--- config.mk ---
export PLATFORM = sky130hd
export DESIGN_NAME = temp_sampler_flat
export DESIGN_NICKNAME = d
export VERILOG_FILES = /design/src/rtl/temp_sampler_if.sv /design/src/rtl/temp_sampler.sv /design/src/flat_wrapper.sv
export SDC_FILE = /design/constraint.sdc
export NUM_CORES = 1
export LEC_CHECK = 0
export ABC_AREA = 1
export BUFFER_PORTS_ARGS = -buffer_cell sky130_fd_sc_hd__clkbuf_2
export CORE_AREA = 2 2 96 98
export CTS_CLUSTER_DIAMETER = 100
export DETAILED_ROUTE_END_ITERATION = 6
export DIE_AREA = 0 0 98 100
export PLACE_DENSITY = 0.63
export SLEW_MARGIN = 5
export SYNTH_ARGS = -nofsm -noshare
export SYNTH_HDL_FRONTEND = slang
export SYNTH_SLANG_ARGS = --single-unit
--- constraint.sdc ---
create_clock -name clk -period 6.62 [get_ports clk]
set_clock_uncertainty 0.05 [all_clocks]
set_input_delay 0.662 -clock clk [delete_from_list [all_inputs] [get_ports clk]]
set_output_delay 0.662 -clock clk [all_outputs]
set_load 0.02 [all_outputs]
--- src/rtl/temp_sampler_if.sv ---
// -----------------------------------------------------------------------------
// temp_sampler_if
// Sensor sample stream between a temperature sensor and temp_sampler.
//
// Signals
//   s_valid  sensor -> sampler  sample valid
//   s_data   sensor -> sampler  temperature sample, signed Q7.0
//   s_ready  sampler -> sensor  sampler accepts a sample this cycle
//
// Modports
//   master   sensor side (drives s_valid/s_data)
//   slave    sampler side (drives s_ready)
// -----------------------------------------------------------------------------
interface temp_sampler_if;
   logic       s_valid;
   logic [7:0] s_data;
   logic       s_ready;

   modport master (output s_valid, output s_data, input  s_ready);
   modport slave  (input  s_valid, input  s_data, output s_ready);
endinterface

--- src/rtl/temp_sampler.sv ---
// -----------------------------------------------------------------------------
// temp_sampler
// Acquires signed Q7.0 temperature samples, averages windows of
// N = 2^avg_log2 samples and publishes the result on T_cur with a one-cycle
// t_valid pulse. The first window after a start or after recovery from sensor
// loss also pulses init. A per-sample timeout detects sensor loss.
//
// Ports
//   clk          sole clock, rising edge
//   rst_n        synchronous active-low reset
//   start        1-cycle pulse, (re)starts acquisition, latches avg_log2
//   stop         1-cycle pulse, aborts acquisition (wins over start)
//   avg_log2     window size exponent, N = 1, 2, 4 or 8
//   timeout      max cycles between accepted samples, 0 disables
//   s            sample stream (slave side: s_valid, s_data in; s_ready out)
//   T_cur        averaged temperature, signed Q7.0, held between updates
//   t_valid      1-cycle pulse on each T_cur update
//   init         1-cycle pulse with the first T_cur after start/recovery
//   timeout_err  sensor-loss flag
// -----------------------------------------------------------------------------
module temp_sampler #(
   parameter int unsigned TO_W = 16
) (
   input  logic            clk,
   input  logic            rst_n,
   input  logic            start,
   input  logic            stop,
   input  logic [1:0]      avg_log2,
   input  logic [TO_W-1:0] timeout,
   temp_sampler_if.slave   s,
   output logic [7:0]      T_cur,
   output logic            t_valid,
   output logic            init,
   output logic            timeout_err
);

   typedef enum logic [1:0] {
      IDLE,
      FILL,
      RUN,
      LOST
   } state_e;

   state_e                   state_q, state_d;
   logic signed [10:0]       acc_q, acc_d;
   logic [2:0]               cnt_q, cnt_d;
   logic [TO_W-1:0]          to_q, to_d;
   logic [1:0]               alog_q, alog_d;
   logic [7:0]               tcur_q, tcur_d;
   logic                     tvalid_q, tvalid_d;
   logic                     init_q, init_d;
   logic                     terr_q, terr_d;

   logic                     accept;
   logic                     last;
   logic signed [10:0]       sx;
   logic signed [10:0]       sum;
   logic signed [10:0]       sum_sh;
   logic [TO_W-1:0]          to_inc;
   logic                     to_expired;

   assign s.s_ready = (state_q != IDLE);
   assign accept    = s.s_valid && (state_q != IDLE);

   // 8 samples of -128 sum to -1024, the floor of an 11-bit signed range.
   assign sx     = {{3{s.s_data[7]}}, s.s_data};
   assign sum    = acc_q + sx;
   assign sum_sh = sum >>> alog_q;

   // The incoming sample is the last of the window when cnt_q == N-1.
   assign last = ({1'b0, cnt_q} == ((4'd1 << alog_q) - 4'd1));

   // Saturate instead of wrapping so a disabled timeout never aliases to 0.
   assign to_inc     = (to_q == '1) ? to_q : to_q + TO_W'(1);
   assign to_expired = (timeout != '0) && (to_inc >= timeout);

   always_comb begin
      state_d  = state_q;
      acc_d    = acc_q;
      cnt_d    = cnt_q;
      to_d     = to_q;
      alog_d   = alog_q;
      tcur_d   = tcur_q;
      tvalid_d = 1'b0;
      init_d   = 1'b0;
      terr_d   = terr_q;

      if (stop) begin
         state_d = IDLE;
         acc_d   = '0;
         cnt_d   = '0;
         to_d    = '0;
         terr_d  = 1'b0;
      end else if (start) begin
         state_d = FILL;
         acc_d   = '0;
         cnt_d   = '0;
         to_d    = '0;
         alog_d  = avg_log2;
         terr_d  = 1'b0;
      end else begin
         unique case (state_q)
            IDLE: begin
            end
            FILL, RUN, LOST: begin
               if (accept) begin
                  // LOST keeps acc/cnt at zero, so its first sample is
                  // handled by the same path as sample 1 of a FILL window.
                  to_d   = '0;
                  terr_d = 1'b0;
                  if (last) begin
                     tcur_d   = sum_sh[7:0];
                     tvalid_d = 1'b1;
                     init_d   = (state_q != RUN);
                     state_d  = RUN;
                     acc_d    = '0;
                     cnt_d    = '0;
                  end else begin
                     acc_d   = sum;
                     cnt_d   = cnt_q + 3'd1;
                     state_d = (state_q == LOST) ? FILL : state_q;
                  end
               end else if (state_q != LOST) begin
                  to_d = to_inc;
                  if (to_expired) begin
                     state_d = LOST;
                     terr_d  = 1'b1;
                     acc_d   = '0;
                     cnt_d   = '0;
                  end
               end
            end
         endcase
      end
   end

   always_ff @(posedge clk) begin
      if (!rst_n) begin
         state_q  <= IDLE;
         acc_q    <= '0;
         cnt_q    <= '0;
         to_q     <= '0;
         alog_q   <= '0;
         tcur_q   <= '0;
         tvalid_q <= 1'b0;
         init_q   <= 1'b0;
         terr_q   <= 1'b0;
      end else begin
         state_q  <= state_d;
         acc_q    <= acc_d;
         cnt_q    <= cnt_d;
         to_q     <= to_d;
         alog_q   <= alog_d;
         tcur_q   <= tcur_d;
         tvalid_q <= tvalid_d;
         init_q   <= init_d;
         terr_q   <= terr_d;
      end
   end

   assign T_cur       = tcur_q;
   assign t_valid     = tvalid_q;
   assign init        = init_q;
   assign timeout_err = terr_q;

endmodule

--- src/flat_wrapper.sv ---
// flat-port wrapper written by rule: the top's interface ports become plain ports
module temp_sampler_flat 
#(
   parameter int unsigned TO_W = 16
)
  (clk, rst_n, start, stop, avg_log2, timeout, T_cur, t_valid, init, timeout_err, s_s_valid, s_s_data, s_s_ready);
  temp_sampler_if s_i ();
  input  logic clk;
  input  logic rst_n;
  input  logic start;
  input  logic stop;
  input  logic [1:0] avg_log2;
  input  logic [TO_W-1:0] timeout;
  output logic [7:0] T_cur;
  output logic t_valid;
  output logic init;
  output logic timeout_err;
  input wire logic [$bits(s_i.s_valid)-1:0] s_s_valid;
  input wire logic [$bits(s_i.s_data)-1:0] s_s_data;
  output wire logic [$bits(s_i.s_ready)-1:0] s_s_ready;
  assign s_i.s_valid = s_s_valid;
  assign s_i.s_data = s_s_data;
  assign s_s_ready = s_i.s_ready;
  temp_sampler #(.TO_W(TO_W)) u_core (.clk(clk), .rst_n(rst_n), .start(start), .stop(stop), .avg_log2(avg_log2), .timeout(timeout), .s(s_i), .T_cur(T_cur), .t_valid(t_valid), .init(init), .timeout_err(timeout_err));
endmodule
==> results.md <==
* Run status: completed
* DR DRC count at 0
* Final Max Slew Viols at 0
* Seq cells post-synth at 45
* Sw Ratio at 0.245
* Crit path largest cell delay at 0.41 ns
* Crit path launch type: flip-flop
* Max-cap viol count at 0
* Gate power share at 0.118
* Leakage Power at 1.77 nW
* Setup TNS at 0 ns
* Fmax achieved at 291 MHz
* Worst Hold Class: flip-flop to flip-flop
* Gpl congestion at 0.903
* Die area at 9800 sq um
* Post-CTS Setup Bufs at 0
* Cell Rows at 35
* Final hold vios at 0
* Fin crit share at 0.519
* Most common cell after layout, fill and taps aside: nand2_1
* Cell chosen for the clock root: clkbuf_8
* Post-Syn Nets at 564
* WL final at 7740 um
* First-pass GRT wire length at 13,300 um
* Switch Pwr at 0.136 mW
* Initial Utilization at 0.382
* IO Pins at 43
* Worst slew pin tran at 1.02 ns
* Power Total at 0.556 mW
* Initial antenna violation count at 0
* Die W at 98 um
* Pre-CTS setup slack at 3.22 ns
* Hold_buf cts at 0
* Sequential share of power at 0.497
* Wire per inst at 11.9 um
* Min Clock Period, post-route at 3.44 ns
* Share of the synthesized area in the top cell type at 0.265
* Critical Path, Cell by Cell: ha_1, inv_1, nor2_4, nand2_4, nor2_4, nand3b_4, nor2_4, nor2_1, xor2_1, ha_1, nand2_1, nand2_1, nand3_1, a21oi_1, nor2_1, nand2_1, nand3_1, nand2_1, o21ai_0, o21ai_0, nor2_1
* Crit path max-delay family: simple AND/OR/NAND/NOR gates
* WP buf/inv at 1
* Vias per cell at 5.00
* Mapped Avg Cell Area at 6.74 sq um
* Arr. time, crit path at 3.53 ns
* Critical path class: flip-flop to flip-flop
* Global route overflow at 0
* Post-synth EDFFs at 0
* Post-synthesis xor/xnor area fraction at 0.0608
* Initial DRT Pass Iterations at 4
* Htree depth at 2
* Detail Placement HPWL at 6330 um
* Worst Setup End Kind: flip-flop
* Cell internal pwr at 0.419 mW
* Synth Area in Compound Gates at 0.137
* Clk sink count at 45
* Max VDD drop at 0.000110 V
* Clock transition at path regs at 0.09 ns
* Largest net degree at the start of global routing at 31
* Crit path max-delay cell type: dfxtp_1
* Clk pwr share at 0.386
* Synth Cell Area at 3400 sq um
* Synth area leaders: dfxtp_1, nand2_1, ha_1, inv_1, a21oi_1
* All-layer global routing usage at 0.162
* Mux contribution to synthesized area at 0
* Power Density at 146 nW/um^2
* Largest family of logic cells by synthesized area: simple AND/OR/NAND/NOR gates
* Number of diodes at 0
* Worst path most repeated cell: nand2_1
* Vias in the first global route at 3,043
* Largest area contributor in the netlist: dfxtp_1
* Syn. warnings at 0
* Via count at 3,262
* Area after DPL at 3670 sq um
* Worst rel slew slack at 0.317
* Ratio of cells with drive above 1 in the final layout at 0.148
* Iteration-0 DRC Markers at 74
* # port buffers at 42
* Core ar. at 8890 sq um
* Clock buffer count from CTS at 5
* Top FF cell, synth: dfxtp_1
* Clk buf depth at 2
* Simple-Gate Fraction of Synth Area at 0.326
* Nets at 601
* RSZ-0062 raised after global routing: no
* # setup viols final at 0
* Ys async rst share at 0
* Finished Cell Area at 3790 sq um
* Post-synth cell types at 42
* Worst Path Max Fanout at 13
* Die Y at 100 um
* Post-Synth Adder-Cell Area at 0.109
* Slack of the critical path at 3.18 ns
* Synth-to-layout area growth at 11.7%
* Post-CTS Resized at 0
* CTS tree: yes
* Sequential fraction of the synthesis area at 0.265
* Post-Syn Instances at 504
* Routed Antenna Nets at 0
* Worst Path Required at 6.71 ns
* Most frequent cells in the layout: nand2_1, inv_1, a21oi_1
* Worst-Skew Late Latency at 0.29 ns
-- synthesized netlist by cell type, types with 5 or more instances --
cell / n
nor2_1: 31
nor2_2: 5
dfxtp_1: 45
o21ai_0: 13
nand4_1: 7
a21oi_1: 48
nand3_1: 45
nor3_1: 5
nor4_1: 5
clkbuf_1: 5
ha_1: 28
o21ai_1: 6
inv_1: 70
nand2_1: 124
xor2_1: 16
-- logic make-up after synthesis --
group                      after synthesis
adders and majority gates               29
and+or+nand+nor                        240
DFF                                     45
AOI/OAI and AO/OA                       84
buffers and inverters                   85
xor gates and xnor gates                21
-- worst min-delay path, cell delays in order, from the launching register on --
cell and delay [ns]:
dfxtp_1 0.32, nand3_1 0.07, nand2_1 0.05
-- sequential cells by signal, summed over array words and instances (netlist names) --
name and count:
u_core.to_q 16, u_core.acc_q 11, u_core.T_cur 8, u_core.cnt_q 3, u_core.alog_q 2, u_core.state_q 2
u_core.init 1, u_core.t_valid 1, u_core.timeout_err 1
-- path summary, 6_finish.rpt --
path / from / endpoint / cells after the start / slack [ns]
worst min-delay path: u_core.T_cur[0] / u_core.T_cur[0] / 2 / 0.43
worst max register to register: u_core.to_q[0] / u_core.acc_q[6] / 21 / 3.18
worst min register to register: u_core.T_cur[0] / u_core.T_cur[0] / 2 / 0.43
worst max-delay path: u_core.to_q[0] / u_core.acc_q[6] / 21 / 3.18
-- power groups by stage --
stage,registers (mW),logic (mW),clock network (mW)
finish,0.276,0.0655,0.214
global route,0.276,0.0760,0.234
CTS,0.276,0.0663,0.224
detailed placement,0.282,0.0658,0
global placement,0.282,0.0651,0
floorplan,0.280,0.0473,0
-- layout make-up --
class	instances	area, sq um
fill	963	5090
multi-input combinational	374	2150
sequential	45	901
inverter	73	274
timing repair buffer	42	210
tap	111	139
clock buffer	6	82.6
clock inverter	2	37.5
-- per-stage QoR --
step           hold slack (ns)  utilization  cells
2_1_floorplan            0.400            -    504
3_3_place_gp             0.414        0.413    645
3_5_place_dp             0.416        0.413    645
4_1_cts                  0.431        0.427    653
5_1_grt                  0.464        0.427    653
6_report                 0.426        0.427    653
-- layer usage --
metal	up-vias	global-route usage	wire [um]
met5	-	0	0
met4	0	0.0299	51
met3	6	0.0299	317
met2	62	0.303	3860
met1	1471	0.195	3510
li1	1723	-	-
No activity file was read; power rests on OpenSTA's default activity.
